==> src/rtl/gpx2_rx_pkg.sv <==
// gpx2_rx_pkg: shared constants and state encodings for the GPX2 LVDS receiver.
// Optional build macro used by the receiver files: GPX2_FRAME_CHECK_EN.
package gpx2_rx_pkg;

  localparam int NUM_CH_DEF  = 8;
  localparam int WIN_CYC_DEF = 2000;
  localparam int WORD_W      = 24;
  localparam int ECHO_N      = 3;
  localparam int REC_W       = ECHO_N * WORD_W;
  localparam int CNT_W       = 2;
  localparam int BIT_CNT_W   = 5;

  localparam logic [WORD_W-1:0]    FRAME_PAT = 24'hFF0000;
  localparam logic [BIT_CNT_W-1:0] LAST_BIT  = 5'd23;

  typedef enum logic [1:0] {
    WIN_IDLE    = 2'd0,
    WIN_COLLECT = 2'd1,
    WIN_DONE    = 2'd2
  } win_state_t;

  typedef enum logic {
    DES_IDLE  = 1'b0,
    DES_SHIFT = 1'b1
  } deser_state_t;

  // Expected FRAME level for a given bit index of a word (bit 0 = MSB slot).
  function automatic logic frame_expected(input logic [BIT_CNT_W-1:0] bit_idx);
    logic [WORD_W-1:0] pat;
    pat = FRAME_PAT;
    return pat[5'd23 - bit_idx];
  endfunction

endpackage

==> src/rtl/gpx2_lvds_deser.sv <==
// gpx2_lvds_deser: single-channel GPX2 FRAME/SDO deserializer.
// A FRAME rising edge starts a 24-bit MSB-first word; the word and a one-cycle
// valid pulse are registered after the 24th bit.
// With GPX2_FRAME_CHECK_EN defined, FRAME is checked against the 0xFF0000
// pattern during the word and any mismatch aborts it with a frm_err pulse.
module gpx2_lvds_deser
  import gpx2_rx_pkg::*;
(
  input  logic              clk,
  input  logic              rst_n,
  input  logic              frame,
  input  logic              sdo,
  output logic [WORD_W-1:0] word,
  output logic              word_vld
`ifdef GPX2_FRAME_CHECK_EN
  ,
  output logic              frm_err
`endif
);

  deser_state_t           state_r;
  logic                   frame_d_r;
  logic [BIT_CNT_W-1:0]   bit_cnt_r;
  logic [WORD_W-2:0]      shreg_r;
  logic [WORD_W-1:0]      word_r;
  logic                   vld_r;
  logic                   frame_rise_s;
  logic                   frame_bad_s;
`ifdef GPX2_FRAME_CHECK_EN
  logic                   frm_err_r;
`endif

  assign frame_rise_s = frame & ~frame_d_r;

`ifdef GPX2_FRAME_CHECK_EN
  assign frame_bad_s = (frame != frame_expected(bit_cnt_r));
  assign frm_err     = frm_err_r;
`else
  assign frame_bad_s = 1'b0;
`endif

  assign word     = word_r;
  assign word_vld = vld_r;

  // Word framing FSM: start on FRAME edge, shift 24 bits, register word + pulse.
  always_ff @(posedge clk or negedge rst_n) begin
    if (!rst_n) begin
      state_r   <= DES_IDLE;
      frame_d_r <= 1'b0;
      bit_cnt_r <= {BIT_CNT_W{1'b0}};
      shreg_r   <= {(WORD_W-1){1'b0}};
      word_r    <= {WORD_W{1'b0}};
      vld_r     <= 1'b0;
`ifdef GPX2_FRAME_CHECK_EN
      frm_err_r <= 1'b0;
`endif
    end else begin
      frame_d_r <= frame;
      vld_r     <= 1'b0;
`ifdef GPX2_FRAME_CHECK_EN
      frm_err_r <= 1'b0;
`endif
      case (state_r)
        DES_IDLE: begin
          if (frame_rise_s) begin
            // The edge cycle carries the MSB.
            state_r   <= DES_SHIFT;
            shreg_r   <= {{(WORD_W-2){1'b0}}, sdo};
            bit_cnt_r <= 5'd1;
          end else begin
            state_r <= DES_IDLE;
          end
        end
        DES_SHIFT: begin
          if (frame_bad_s) begin
            state_r   <= DES_IDLE;
            bit_cnt_r <= {BIT_CNT_W{1'b0}};
`ifdef GPX2_FRAME_CHECK_EN
            frm_err_r <= 1'b1;
`endif
          end else if (bit_cnt_r == LAST_BIT) begin
            word_r    <= {shreg_r, sdo};
            vld_r     <= 1'b1;
            state_r   <= DES_IDLE;
            bit_cnt_r <= {BIT_CNT_W{1'b0}};
          end else begin
            shreg_r   <= {shreg_r[WORD_W-3:0], sdo};
            bit_cnt_r <= bit_cnt_r + 5'd1;
          end
        end
        default: begin
          state_r   <= DES_IDLE;
          bit_cnt_r <= {BIT_CNT_W{1'b0}};
        end
      endcase
    end
  end

endmodule

==> src/rtl/gpx2_lvds_rx.sv <==
// gpx2_lvds_rx: GPX2 TDC serial result receiver, NUM_CH channels.
// Registers FRAME/SDO/trigger once, deserializes each channel, collects up to
// ECHO_N words per channel inside a WIN_CYC-cycle window opened by the trigger
// rising edge and publishes 72-bit shot records with a one-cycle enable.
// Build macro GPX2_FRAME_CHECK_EN adds FRAME pattern checking and CpSv_FrmErr_o.
module gpx2_lvds_rx
  import gpx2_rx_pkg::*;
#(
  parameter int NUM_CH  = NUM_CH_DEF,
  parameter int WIN_CYC = WIN_CYC_DEF
)
(
  input  logic                    CpSl_Clk200M_i,
  input  logic                    CpSl_Rst_iN,
  input  logic                    CpSl_LadarTrig_i,
  input  logic [NUM_CH-1:0]       CpSv_Frame_i,
  input  logic [NUM_CH-1:0]       CpSv_Sdo_i,
  output logic [NUM_CH*REC_W-1:0] CpSv_FrameData_o,
  output logic                    CpSl_FrameDataEn_o,
  output logic [NUM_CH*CNT_W-1:0] CpSv_EchoCnt_o,
  output logic                    CpSl_Ovf_o
`ifdef GPX2_FRAME_CHECK_EN
  ,
  output logic [NUM_CH-1:0]       CpSv_FrmErr_o
`endif
);

  localparam int TMR_W = $clog2(WIN_CYC);

  logic [NUM_CH-1:0] frame_r;
  logic [NUM_CH-1:0] sdo_r;
  logic              trig_r;
  logic              trig_d_r;
  logic              trig_edge_s;

  logic [WORD_W-1:0] word_s [NUM_CH];
  logic [NUM_CH-1:0] vld_s;

  win_state_t        win_state_r;
  logic [TMR_W-1:0]  timer_r;
  logic [WORD_W-1:0] slot_r [NUM_CH][ECHO_N];
  logic [CNT_W-1:0]  cnt_r  [NUM_CH];

  assign trig_edge_s = trig_r & ~trig_d_r;

  // Single input register stage for all serial lines and the trigger.
  always_ff @(posedge CpSl_Clk200M_i or negedge CpSl_Rst_iN) begin
    if (!CpSl_Rst_iN) begin
      frame_r  <= {NUM_CH{1'b0}};
      sdo_r    <= {NUM_CH{1'b0}};
      trig_r   <= 1'b0;
      trig_d_r <= 1'b0;
    end else begin
      frame_r  <= CpSv_Frame_i;
      sdo_r    <= CpSv_Sdo_i;
      trig_r   <= CpSl_LadarTrig_i;
      trig_d_r <= trig_r;
    end
  end

  for (genvar g = 0; g < NUM_CH; g++) begin : g_ch
    gpx2_lvds_deser u_deser (
      .clk      (CpSl_Clk200M_i),
      .rst_n    (CpSl_Rst_iN),
      .frame    (frame_r[g]),
      .sdo      (sdo_r[g]),
      .word     (word_s[g]),
      .word_vld (vld_s[g])
`ifdef GPX2_FRAME_CHECK_EN
      ,
      .frm_err  (CpSv_FrmErr_o[g])
`endif
    );
  end

  // Window FSM: open on trigger edge, collect echoes, publish records on DONE.
  always_ff @(posedge CpSl_Clk200M_i or negedge CpSl_Rst_iN) begin
    if (!CpSl_Rst_iN) begin
      win_state_r        <= WIN_IDLE;
      timer_r            <= {TMR_W{1'b0}};
      CpSv_FrameData_o   <= {(NUM_CH*REC_W){1'b0}};
      CpSl_FrameDataEn_o <= 1'b0;
      CpSv_EchoCnt_o     <= {(NUM_CH*CNT_W){1'b0}};
      CpSl_Ovf_o         <= 1'b0;
      for (int c = 0; c < NUM_CH; c++) begin
        cnt_r[c] <= {CNT_W{1'b0}};
        for (int e = 0; e < ECHO_N; e++) begin
          slot_r[c][e] <= {WORD_W{1'b0}};
        end
      end
    end else begin
      CpSl_FrameDataEn_o <= 1'b0;
      case (win_state_r)
        WIN_IDLE: begin
          if (trig_edge_s) begin
            win_state_r <= WIN_COLLECT;
            timer_r     <= {TMR_W{1'b0}};
            for (int c = 0; c < NUM_CH; c++) begin
              cnt_r[c] <= {CNT_W{1'b0}};
              for (int e = 0; e < ECHO_N; e++) begin
                slot_r[c][e] <= {WORD_W{1'b0}};
              end
            end
          end else begin
            win_state_r <= WIN_IDLE;
          end
        end
        WIN_COLLECT: begin
          timer_r <= timer_r + TMR_W'(1);
          for (int c = 0; c < NUM_CH; c++) begin
            if (vld_s[c]) begin
              if (cnt_r[c] == CNT_W'(ECHO_N)) begin
                // Slots full: drop the word and flag overflow until reset.
                CpSl_Ovf_o <= 1'b1;
              end else begin
                for (int e = 0; e < ECHO_N; e++) begin
                  if (cnt_r[c] == CNT_W'(e)) begin
                    slot_r[c][e] <= word_s[c];
                  end
                end
                cnt_r[c] <= cnt_r[c] + CNT_W'(1);
              end
            end
          end
          if (timer_r == TMR_W'(WIN_CYC - 1)) begin
            win_state_r <= WIN_DONE;
          end else begin
            win_state_r <= WIN_COLLECT;
          end
        end
        WIN_DONE: begin
          for (int c = 0; c < NUM_CH; c++) begin
            for (int e = 0; e < ECHO_N; e++) begin
              // echo1 occupies the most significant field of the record.
              CpSv_FrameData_o[c*REC_W + (ECHO_N-1-e)*WORD_W +: WORD_W] <= slot_r[c][e];
            end
            CpSv_EchoCnt_o[c*CNT_W +: CNT_W] <= cnt_r[c];
          end
          CpSl_FrameDataEn_o <= 1'b1;
          win_state_r        <= WIN_IDLE;
        end
        default: begin
          win_state_r <= WIN_IDLE;
        end
      endcase
    end
  end

endmodule

==> config.mk <==
export PLATFORM = sky130hd
export DESIGN_NAME = gpx2_lvds_rx
export DESIGN_NICKNAME = d
export VERILOG_FILES = /design/src/rtl/gpx2_rx_pkg.sv /design/src/rtl/gpx2_lvds_deser.sv /design/src/rtl/gpx2_lvds_rx.sv
export SDC_FILE = /design/constraint.sdc
export NUM_CORES = 2
export LEC_CHECK = 0
export ABC_AREA = 0
export CAP_MARGIN = 10
export CORE_MARGIN = 2
export CORE_UTILIZATION = 28
export DETAILED_ROUTE_END_ITERATION = 8
export GPL_ROUTABILITY_DRIVEN = 0
export HOLD_SLACK_MARGIN = 0.08
export PLACE_DENSITY = 0.54
export SKIP_LAST_GASP = 1
export SLEW_MARGIN = 0
export SYNTH_ARGS = -nofsm -noshare
export SYNTH_HDL_FRONTEND = slang
export SYNTH_SLANG_ARGS = --single-unit
export TNS_END_PERCENT = 100
==> constraint.sdc <==
create_clock -name CpSl_Clk200M_i -period 5.3 [get_ports CpSl_Clk200M_i]
set_input_delay 0.795 -clock CpSl_Clk200M_i [delete_from_list [all_inputs] [get_ports CpSl_Clk200M_i]]
set_output_delay 0.795 -clock CpSl_Clk200M_i [all_outputs]
set_load 0.02 [all_outputs]
==> impl_metrics.py <==
metrics = {
    "die": {
        "die_area_sq_mm": 0.224,
        "core-area_sq_mm": 0.219,
        "die_y_microns": 473,
        "boundaryPins": 613,
        "start_util_pct": 28.1,
        "die_x_microns": 473,
        "rows": 172,
    },
    "logic_synthesis": {
        "synthArstFlopShare_pct": 100,
        "yosysSeqAreaShare_pct": 67.2,
        "avgSynthCellArea_sq_um": 11.4,
        "synthAdderAreaFrac_pct": 0.831,
        "synth_top_family_by_area": "simple AND/OR/NAND/NOR gates",
        "yosys.cell_types.count": 46,
        "synth_simple_gate_area_share_pct": 14.8,
        "synth_xor_area_share_pct": 0.184,
        "yosysWarningCount": 0,
        "synth_compound_area_share_pct": 12.5,
        "synth_edf_count": 0,
        "netlist_instances": 5421,
        "syn-cell-area_sq_mm": 0.0617,
        "synthMuxAreaShare_pct": 1.15,
        "syn_nets": 5481,
        "synth_top_flop_cell": "dfrtp_1",
        "ys_ff_latch": 1657,
    },
    "clock_network": {
        "cts_buffers": 178,
        "path_clk_slew_ps": 60,
        "clk_latency_ps": 840,
        "cts_setup_buffers": 0,
        "cts-htree-levels": 4,
        "cts_tree": "yes",
        "ctsResizeCount": 0,
        "root_buffer": "clkbuf_16",
        "cts_sinks": 1657,
        "cts.path.max_buffers": 3,
    },
    "sta": {
        "hold_viol_final": 0,
        "timing.slew.headroom_pct": 9.00,
        "clock_skew_ps": 41.7,
        "clock.fmax_mhz": 309,
        "rsz0062_at_grt": "false",
        "worst_pin_slew_ps": 1370,
        "setup_tns_ps": 0,
        "final.setup.worst_slack_ps": 2070,
        "period_share_pct": 61.0,
        "min_period_ps": 3230,
        "setup_viol_count_final": 0,
        "maxSlewViolCount": 0,
    },
    "setup_path": {
        "startpoint_type": "flop",
        "r2r_cells": 6,
        "cpPeakStageDelay_ps": 750,
        "path_cells": "ha_1 -> nand4b_1 -> or2_1 -> inv_2 -> or2_1 -> mux2_2",
        "cp_top_family": "simple AND/OR/NAND/NOR gates",
        "arrival_ps": 3940,
        "cp_num_cells": 6,
        "cpMostUsedCell": "or2_1",
        "crit_buf_inv": 1,
        "critPathCaptureType": "flop",
        "crit_path_top_delay_cell": "or2_1",
        "cp.required_ps": 6010,
        "worstSetupPathType": "flop to flop",
        "crit_fanout": 27,
    },
    "final_layout": {
        "fin_cells": 8972,
        "final_common_cell": "nand2_1",
        "synthToLayoutAreaGrowth_pct": 24.2,
        "final_cell_mix": "nand2_1 (2,207), dfrtp_1 (1,657), a22o_1 (779)",
        "nets": 6019,
        "design_area_sq_mm": 0.0767,
        "drive_above_1_share_pct": 7.74,
    },
    "drt": {
        "route.antenna.remaining_nets": 0,
        "drt-initial-drc-count": 3329,
        "firstDrtPassIters": 5,
        "vias_per_cell": 4.69,
        "dr_total_vias": 42093,
        "avgRoutedWirePerCell_microns": 20.4,
        "drc_errors": 0,
        "finalWirelength_microns": 183000,
    },
    "placed_design": {
        "pre_cts_ws_ps": 2060,
        "place_inst": 8644,
        "io_buffer_count": 612,
        "place_area_sq_mm": 0.0705,
        "dp_hpwl_microns": 119000,
    },
    "min_path": {
        "hold_path_class": "flop to flop",
        "hold_depth": 0,
    },
    "power_and_ir_drop": {
        "clkPwrFrac_pct": 39.1,
        "power_leakage_nw": 38.4,
        "power_density_mw_per_mm2": 427,
        "pwr-share-comb_pct": 10.7,
        "p_sw_w": 0.00902,
        "peakVddDrop_uv": 326,
        "sw_frac_of_total_pct": 27.5,
        "pwr-share-seq_pct": 50.2,
        "power.internal_w": 0.0237,
    },
    "run": {
        "drv_cap": 0,
    },
    "global_routing": {
        "grt.total_usage_pct": 16.1,
        "antenna_found_initial": 4,
        "grt_pass1_wl_microns": 279000,
        "grt_max_degree": 210,
        "grt_pass1_vias": 42568,
        "grt-ovfl-total": 0,
    },
    "outcome": {
        "outcome": "finished, final reports clean",
    },
}
-- Yosys cell counts, drive strengths merged (4+ instances only) --
master	number	share of area, %
nor2b	13	0.13
or2	8	0.081
inv	43	0.26
and4b	4	0.065
a22o	779	11
nand3	28	0.23
nand3b	8	0.097
and2	26	0.26
xnor2	6	0.085
dfrtp	1657	67
buf	204	2.2
xor2	7	0.099
mux2	56	1.0
a21oi	27	0.36
a21o	5	0.061
nor2	21	0.14
nand2	2210	13
clkbuf	135	0.82
nand4	5	0.051
a22oi	10	0.12
and3	4	0.041
a211oi	6	0.073
mux2i	8	0.13
o21ai	74	0.75
or3	5	0.051
nand2b	15	0.15
ha	41	0.83
-- registers in the layout, indices dropped and copies added, names as in the netlist, 11 cells and up --
signal and flops:
slot_r 576, g_ch.u_deser.bit_cnt_r 40, timer_r 11, CpSv_EchoCnt_o 16, g_ch.u_deser.shreg_r 184, cnt_r 16
g_ch.u_deser.word 192, CpSv_FrameData_o 576
-- logic make-up (layout without fill, tap and decap cells) --
kind of cell               Yosys count  in the layout
AOI/OAI and AO/OA                  910            910
xor gates and xnor gates            13             13
adders and majority gates           41             41
buffers and inverters              382           1059
DFF                               1657           1657
muxes                               64             64
other                                0              3
and+or+nand+nor                   2354           2354
-- final timing paths --
kind | from | end | slack, ps
max | g_ch[0].u_deser.bit_cnt_r[0] | g_ch[0].u_deser.shreg_r[0] | 2070
min | frame_r[2] | g_ch[2].u_deser.frame_d_r | 370
max reg2reg | g_ch[0].u_deser.bit_cnt_r[0] | g_ch[0].u_deser.shreg_r[0] | 2070
min reg2reg | frame_r[2] | g_ch[2].u_deser.frame_d_r | 370
max in group asynchronous | CpSl_Rst_iN | CpSv_FrameData_o[194] | 3180
min in group asynchronous | CpSl_Rst_iN | CpSv_FrameData_o[413] | 550
-- repair_timing --
action / in CTS / in global routing
hold buffers: 1 / 0
setup endpoints to repair: 0 / 0
endpoints found under the hold margin: 81 / 0
-- routing by layer --
| metal | share of wire (%) | global-route usage, % | wire, microns |
|---|---|---|---|
| met4 | 2.8 | 5.23 | 5040 |
| met1 | 47 | 22.9 | 85700 |
| met3 | 4.9 | 3.05 | 8870 |
| met5 | 0.0071 | 0 | 13 |
| met2 | 45 | 24.7 | 83000 |
-- through the flow --
stage               total power [W]  util (%)  hold slack (ps)
global route                 0.0344      35.0              333
finish                       0.0328      35.0              371
CTS                          0.0332      34.9              315
detailed placement           0.0202      32.1              362
floorplan                    0.0186         -              354
global placement             0.0200      32.1              368
-- power by group through the flow --
stage / Clock (W) / Combinational, W / Sequential, W
final: 0.0128 / 0.00350 / 0.0165
after global routing: 0.0137 / 0.00395 / 0.0167
after CTS: 0.0132 / 0.00356 / 0.0164
after detailed placement: 0 / 0.00353 / 0.0166
after floorplan: 0 / 0.00274 / 0.0158
after global placement: 0 / 0.00338 / 0.0166
-- final cells by class --
class / instances / area [sq um]
diodes: 3 / 7.51
clock buffers: 257 / 5190
clock inverters: 62 / 840
fillers: 21652 / 143000
inverters: 43 / 169
multi-input cells: 3382 / 18200
flip-flops and latches: 1657 / 41500
well taps: 2871 / 3590
repair buffers: 697 / 7160
No activity file was read; power rests on OpenSTA's default activity.
